<file path="config.mk">
export PLATFORM = sky130hd
export DESIGN_NAME = pulse_rate_bridge_flat
export DESIGN_NICKNAME = d
export VERILOG_FILES = /design/src/rtl/rend_sync_pkg.sv /design/src/rtl/pulse_rate_bridge_if.sv /design/src/rtl/pulse_rate_chan.sv /design/src/rtl/pulse_rate_bridge.sv /design/src/flat_wrapper.sv
export SDC_FILE = /design/constraint.sdc
export NUM_CORES = 1
export LEC_CHECK = 0
export BUFFER_PORTS_ARGS = -buffer_cell sky130_fd_sc_hd__buf_4
export CORE_MARGIN = 2
export CORE_UTILIZATION = 35
export DETAILED_ROUTE_END_ITERATION = 10
export SKIP_LAST_GASP = 1
export SYNTH_ARGS = -nofsm -noshare
export SYNTH_HDL_FRONTEND = slang
export SYNTH_HIERARCHICAL = 1
export SYNTH_SLANG_ARGS = --single-unit
</file>
<file path="constraint.sdc">
create_clock -name clk -period 2.75 [get_ports clk]
set_input_delay 0.4125 -clock clk [delete_from_list [all_inputs] [get_ports clk]]
set_output_delay 0.4125 -clock clk [all_outputs]
set_load 0.01 [all_outputs]
</file>
<file path="src/rtl/rend_sync_pkg.sv">
// Shared types and defaults for the pulse rate bridge.
package rend_sync_pkg;

    typedef enum logic {
        PRB_COUNT,
        PRB_MERGE
    } prb_mode_e;

    localparam int unsigned PRB_DEFAULT_CNT_WIDTH = 4;

endpackage

</file>
<file path="src/rtl/pulse_rate_bridge_if.sv">
// Event-pulse bus between fast producers and the pulse rate bridge.
interface pulse_rate_bridge_if #(
    parameter int unsigned CHANNELS  = 4,
    parameter int unsigned CNT_WIDTH = 4
);

    logic                          slow_en;
    logic [CHANNELS-1:0]           pulse_in;
    logic [CHANNELS-1:0]           pulse_out;
    logic [CHANNELS*CNT_WIDTH-1:0] pending;
    logic [CHANNELS-1:0]           overflow;

    modport master (
        output slow_en,
        output pulse_in,
        input  pulse_out,
        input  pending,
        input  overflow
    );

    modport slave (
        input  slow_en,
        input  pulse_in,
        output pulse_out,
        output pending,
        output overflow
    );

endinterface

</file>
<file path="src/rtl/pulse_rate_chan.sv">
// One bridge channel: pending-event counter, held output level and sticky overflow flag.
module pulse_rate_chan
    import rend_sync_pkg::*;
#(
    parameter int unsigned CNT_WIDTH = PRB_DEFAULT_CNT_WIDTH,
    parameter prb_mode_e   MODE      = PRB_COUNT
) (
    input  logic                 clk,
    input  logic                 rst,
    input  logic                 slow_en,
    input  logic                 pulse_in,
    output logic [CNT_WIDTH-1:0] cnt,
    output logic                 pulse_out,
    output logic                 overflow
);

    localparam logic [CNT_WIDTH-1:0] CntOne = CNT_WIDTH'(1);

    logic [CNT_WIDTH-1:0] cnt_q, cnt_d;
    logic                 out_q, out_d;
    logic                 ovf_q, ovf_d;
    logic                 dec;

    always_comb begin
        cnt_d = cnt_q;
        out_d = out_q;
        ovf_d = ovf_q;
        dec   = slow_en && (cnt_q != '0);

        // Output samples the queue before this cycle's update, so a coincident pulse waits.
        if (slow_en) begin
            out_d = (cnt_q != '0);
        end

        if (MODE == PRB_MERGE) begin
            if (pulse_in) begin
                cnt_d = CntOne;
            end else if (dec) begin
                cnt_d = '0;
            end
        end else begin
            if (pulse_in && !dec) begin
                if (cnt_q == '1) begin
                    ovf_d = 1'b1;
                end else begin
                    cnt_d = cnt_q + CntOne;
                end
            end else if (!pulse_in && dec) begin
                cnt_d = cnt_q - CntOne;
            end
        end
    end

    always_ff @(posedge clk) begin
        if (rst) begin
            cnt_q <= '0;
            out_q <= 1'b0;
            ovf_q <= 1'b0;
        end else begin
            cnt_q <= cnt_d;
            out_q <= out_d;
            ovf_q <= ovf_d;
        end
    end

    assign cnt       = cnt_q;
    assign pulse_out = out_q;
    assign overflow  = ovf_q;

endmodule

</file>
<file path="src/rtl/pulse_rate_bridge.sv">
// Multi-channel fast-pulse to slow-strobe bridge: one independent channel per event source.
module pulse_rate_bridge
    import rend_sync_pkg::*;
#(
    parameter int unsigned CHANNELS  = 4,
    parameter int unsigned CNT_WIDTH = PRB_DEFAULT_CNT_WIDTH,
    parameter prb_mode_e   MODE      = PRB_COUNT
) (
    input  logic                clk,
    input  logic                rst,
    pulse_rate_bridge_if.slave  bus
);

    logic [CNT_WIDTH-1:0] cnt_arr [CHANNELS];
    logic [CHANNELS-1:0]  out_vec;
    logic [CHANNELS-1:0]  ovf_vec;

    for (genvar i = 0; i < CHANNELS; i++) begin : g_chan
        pulse_rate_chan #(
            .CNT_WIDTH (CNT_WIDTH),
            .MODE      (MODE)
        ) u_chan (
            .clk       (clk),
            .rst       (rst),
            .slow_en   (bus.slow_en),
            .pulse_in  (bus.pulse_in[i]),
            .cnt       (cnt_arr[i]),
            .pulse_out (out_vec[i]),
            .overflow  (ovf_vec[i])
        );

        assign bus.pending[i*CNT_WIDTH +: CNT_WIDTH] = cnt_arr[i];
    end

    assign bus.pulse_out = out_vec;
    assign bus.overflow  = ovf_vec;

endmodule
</file>
<file path="src/flat_wrapper.sv">
// flat-port wrapper written by rule: the top's interface ports become plain ports
module pulse_rate_bridge_flat import rend_sync_pkg::*;
#(
    parameter int unsigned CHANNELS  = 4,
    parameter int unsigned CNT_WIDTH = PRB_DEFAULT_CNT_WIDTH,
    parameter prb_mode_e   MODE      = PRB_COUNT
)
  (clk, rst, bus_slow_en, bus_pulse_in, bus_pulse_out, bus_pending, bus_overflow);
  pulse_rate_bridge_if #(.CHANNELS(CHANNELS), .CNT_WIDTH(CNT_WIDTH)) bus_i ();
  input  logic clk;
  input  logic rst;
  input wire logic [$bits(bus_i.slow_en)-1:0] bus_slow_en;
  input wire logic [$bits(bus_i.pulse_in)-1:0] bus_pulse_in;
  output wire logic [$bits(bus_i.pulse_out)-1:0] bus_pulse_out;
  output wire logic [$bits(bus_i.pending)-1:0] bus_pending;
  output wire logic [$bits(bus_i.overflow)-1:0] bus_overflow;
  assign bus_i.slow_en = bus_slow_en;
  assign bus_i.pulse_in = bus_pulse_in;
  assign bus_pulse_out = bus_i.pulse_out;
  assign bus_pending = bus_i.pending;
  assign bus_overflow = bus_i.overflow;
  pulse_rate_bridge #(.CHANNELS(CHANNELS), .CNT_WIDTH(CNT_WIDTH), .MODE(MODE)) u_core (.clk(clk), .rst(rst), .bus(bus_i));
endmodule
</file>
Word-level counts from Yosys, hierarchy flattened:

Cells that the tools add are included.

* register bits: 24
* input port bits: 7
* logic and storage cells: 76

* add/subtract/negate cells: 8
* equal/unequal tests: 8
* multiplexer cells: 12
* reductions and logical operators: 36

Operators by type and width (count)
* 4-bit 2-to-1 mux: 12
* 4-bit by 1-bit adder with 4-bit output, second input constant: 4
* 4-bit == test, second input constant: 4
* 2-bit AND reduction: 8
* 4-bit nonzero test: 4
* 4-bit by 1-bit subtractor with 4-bit output, second input constant: 4
* 1-bit logical AND: 12
* 1-bit zero test: 8
* 2-bit inequality test, second input constant: 4
* 2-bit nonzero test: 4

Longest topological paths before layout:

* word-level depth: 6
* mapped depth: 7
* mapped depth without buffers: 7

Modules after synthesis:

The synthesis kept the hierarchy.

Modules (own cells, without submodules)
* pulse_rate_chan: instances 4, cells each 47, area each 435.4 um^2

Worst setup path after synthesis:

OpenSTA, ideal clock, no wires.

* path kind: register to register
* start: register u_core.g_chan[0].u_chan.cnt_q[0]
* end: register u_core.g_chan[0].u_chan.cnt_q[3]
* library setup time: 0.079 ns
* arrival: 2.158 ns
* required time: 2.671 ns
* path slack: 0.514 ns
* stages on the path, launching flop included: 8
* period minus slack after synthesis: 2.236 ns
* path through: dfxtp_1 o41ai_2 nand2_1 ha_1 a21oi_1 o2111ai_1 o32a_2 o211ai_1

* cells in the longest elaborated chain, start to end: 6
* elaborated cells on any way between the ends: 14
* those cells by class: 2 x add/sub; 2 x eq/ne; 3 x mux; 7 x reduce/logical

Ends and longest elaborated chain
* start: declaration: RTL line pulse_rate_chan.sv:19 `logic [CNT_WIDTH-1:0] cnt_q, cnt_d;`
* start signal: assignment: RTL line pulse_rate_chan.sv:60 `cnt_q <= cnt_d;`
* branches (longest 6 deep; another with 4-bit by 1-bit subtractor with 4-bit output)

Several ways; the timed one is not identified. The select of a mux whose other input is x is not followed.
A chain may end at the register's enable or synchronous reset.

Final worst setup path:

* start: register u_core.g_chan[1].u_chan.cnt_q[0]
* end: register u_core.g_chan[1].u_chan.cnt_q[3]

* cells in the longest elaborated chain, start to end: 6
* elaborated cells on any way between the ends: 14
* those cells by class: 2 x add/sub; 2 x eq/ne; 3 x mux; 7 x reduce/logical

Ends and longest elaborated chain (RTL line)
* start: declaration: pulse_rate_chan.sv:19
* start signal: assignment: pulse_rate_chan.sv:60
* branches (longest 6 deep; another with 4-bit by 1-bit subtractor with 4-bit output)

Several ways; the timed one is not identified. The select of a mux whose other input is x is not followed.

==> results.cfg <==
[sta]
report.final.slew_viol_count = 0
finalHoldViolCount = 0
finalCritPeriodShare_pct = 89.7
tightest_slew_ns = 0.409
setup_tns_ns = 0
maxSlewHeadroom_pct = 72.5
skew_ns = 0.00366
min_period_ns = 2.47
rsz0062_at_grt = false
setup_slack_ns = 0.282
max_freq_mhz = 405
setup_viol = 0

[drt]
via_count = 1649
drc = 0
via_per_inst = 5.65
routed_wl_microns = 4060
wl_per_cell_microns = 13.9
drtPass1Iterations = 4
drt-initial-drc-count = 62
ant_nets = 0

[grt]
antenna_found_initial = 0
grt_pass1_vias = 1452
grt_pass1_wl_microns = 6460
grt_overflow = 0
track_usage_pct = 14.7
grt_start_max_net_pins = 33

[place]
gp_congestion = 0.842
dp_hpwl_microns = 2890
pre_cts_ws_ns = 0.355
portBuffers = 30

[clocking]
clk_latency_ns = 0.26
root_buffer = clkbuf_8
holdBufCountCts = 0
cts.repair.resized = 0
cts_buffer_depth = 2
clock-sinks = 24
cts_buffers = 3
path_clk_slew_ns = 0.08
htreeDepth = 1
cts_setup_buffers = 0
cts_tree = built

[setup_path]
arrival_ns = 2.66
cp_slowest_cell = o41ai_2
slowest_delay_ns = 0.50
path_cells = o41ai_2 -> nand2_1 -> ha_1 -> a21oi_1 -> o2111ai_1 -> o32a_2 -> o211ai_1
crit_fanout = 10
cp-end-kind = flop
required_ns = 2.94
startpoint_type = flop
path_class = flop to flop

[floorplan]
std_cell_rows = 25
ios = 31
dieArea_sq_mm = 0.00556
core_area_sq_mm = 0.00475
dieHeight_microns = 74.5
die_w_microns = 74.5
start_util_pct = 36.6

[yosys]
yosys.cell_types.count = 31
synth-seq-area-share_pct = 27.6
ys_warn_count = 6
syn_area_sq_mm = 0.00174
syn_nets = 207
syn_inst = 188
synth-seq-cells = 24
synth_area_per_cell_sq_um = 9.26

[power_and_ir_drop]
vdd_drop_max_v = 0.000432
p_leak_uw = 0.000856
power_density_mw_per_mm2 = 969
power_uw = 2070

[worst_hold_path]
min_path_type = input port to flop

[finish]
fillers = 484
multi_input_area_sq_mm = 0.00123
diodes = 0
drive_gt1_share_pct = 30.7
regArea_sq_um = 480
layout-area-overhead-vs-synth_pct = 22.7
nets = 246

[status]
status = completed

[job]
maxCapViolations = 0
-- layout by cell type (no fill, tap or decap), drive strengths merged, types with 8 or more instances in the layout --
cell / netlist / final
nor2: 12 / 12
nand2: 8 / 8
a21oi: 24 / 24
ha: 8 / 8
nand2b: 12 / 12
o21ai: 8 / 8
nand3: 8 / 8
buf: 0 / 38
dfxtp: 24 / 24
-- per-layer routing --
| metal | GRT usage (%) | routed length [microns] | part of all wire [%] |
|---|---|---|---|
| met5 | 0 | 0 | 0 |
| met4 | 3.37 | 26 | 0.64 |
| met3 | 3.52 | 167 | 4.1 |
| met2 | 24.3 | 1830 | 45 |
| met1 | 19.6 | 2030 | 50 |
-- area by class of cell --
| type | instances | share of cell area, % |
|---|---|---|
| tap | 67 | 3.92 |
| sequential | 24 | 22.5 |
| timing repair buffer | 38 | 13.3 |
| multi-input combinational | 156 | 57.6 |
| clock buffer | 3 | 1.93 |
| inverter | 4 | 0.703 |
-- path summary, 6_finish.rpt --
kind | start | endpoint | slack (ns) | cells past startpoint
hold reg to reg | u_core/g_chan[3].u_chan/overflow$_SDFFE_PP0P_ | u_core/g_chan[3].u_chan/overflow$_SDFFE_PP0P_ | 0.47 | 2
setup reg to reg | u_core/g_chan[1].u_chan/cnt[0]$_SDFFE_PP0P_ | u_core/g_chan[1].u_chan/cnt[3]$_SDFFE_PP0P_ | 0.28 | 7
setup / recovery | u_core/g_chan[1].u_chan/cnt[0]$_SDFFE_PP0P_ | u_core/g_chan[1].u_chan/cnt[3]$_SDFFE_PP0P_ | 0.28 | 7
hold / removal | bus_pulse_in[1] | u_core/g_chan[1].u_chan/overflow$_SDFFE_PP0P_ | 0.42 | 3
-- synthesized netlist by cell type, drive strengths merged --
| cell type | instances | area share [%] |
|---|---|---|
| o2111ai | 4 | 2.0 |
| nor3 | 4 | 1.1 |
| xnor2 | 4 | 2.0 |
| a2bb2oi | 4 | 2.0 |
| and3b | 4 | 2.0 |
| mux2i | 4 | 2.3 |
| o41ai | 4 | 3.7 |
| nand2b | 12 | 4.3 |
| nor2 | 12 | 3.2 |
| o211ai | 4 | 1.7 |
| nand2 | 8 | 1.7 |
| a21bo | 4 | 2.3 |
| ha | 8 | 5.7 |
| a31oi | 4 | 1.4 |
| inv | 4 | 0.86 |
| o21ai | 8 | 2.3 |
| o22ai | 4 | 2.9 |
| nand4b | 4 | 2.0 |
| a211o | 4 | 2.0 |
| fa | 4 | 4.6 |
| dfxtp | 24 | 28 |
| o41a | 4 | 2.6 |
| a21boi | 4 | 1.7 |
| clkbuf | 4 | 0.86 |
| a211oi | 4 | 2.9 |
| a21oi | 24 | 6.9 |
| o32a | 4 | 2.6 |
| and4 | 4 | 2.3 |
| nand3 | 8 | 2.3 |
-- worst max-delay path: cells and delay by family (launching register included) --
kind            cells  cell delay, ns
flops               1            0.40
fa+ha+maj           1            0.39
compound gates      5            1.35
simple gates        1            0.26
-- through the flow --
step	cells	hold WS (ns)	utilization (%)	instance area, sq um
2_1_floorplan	188	0.493	-	1740
3_3_place_gp	289	0.453	44.1	2100
3_5_place_dp	289	0.456	44.1	2100
4_1_cts	292	0.419	44.9	2140
5_1_grt	292	0.430	44.9	2140
6_report	292	0.423	44.9	2140
-- sequential cells by signal, indices dropped and copies added (netlist names) --
name,cells
u_core/g_chan.u_chan/cnt,16
u_core/g_chan.u_chan/overflow,4
u_core/g_chan.u_chan/pulse_out,4
-- where the power goes --
group          switching (uW)  internal [uW]  total, uW
Combinational             604            605       1210
Clock                     109           97.9        207
Sequential                196            458        654
Total                     909           1160       2070
-- cell families (layout without fill, tap and decap cells) --
family | Yosys count | in the layout | synth area share [%]
AO/OA/AOI/OAI | 80 | 80 | 37.1
XOR/XNOR | 4 | 4 | 2.01
adder cells (fa/ha/maj) | 12 | 12 | 10.3
buffers and inverters | 8 | 45 | 1.72
flip-flops | 24 | 24 | 27.6
multiplexers | 4 | 4 | 2.30
AND/OR/NAND/NOR | 56 | 56 | 19.0
Power figures use the tool's default switching activity.
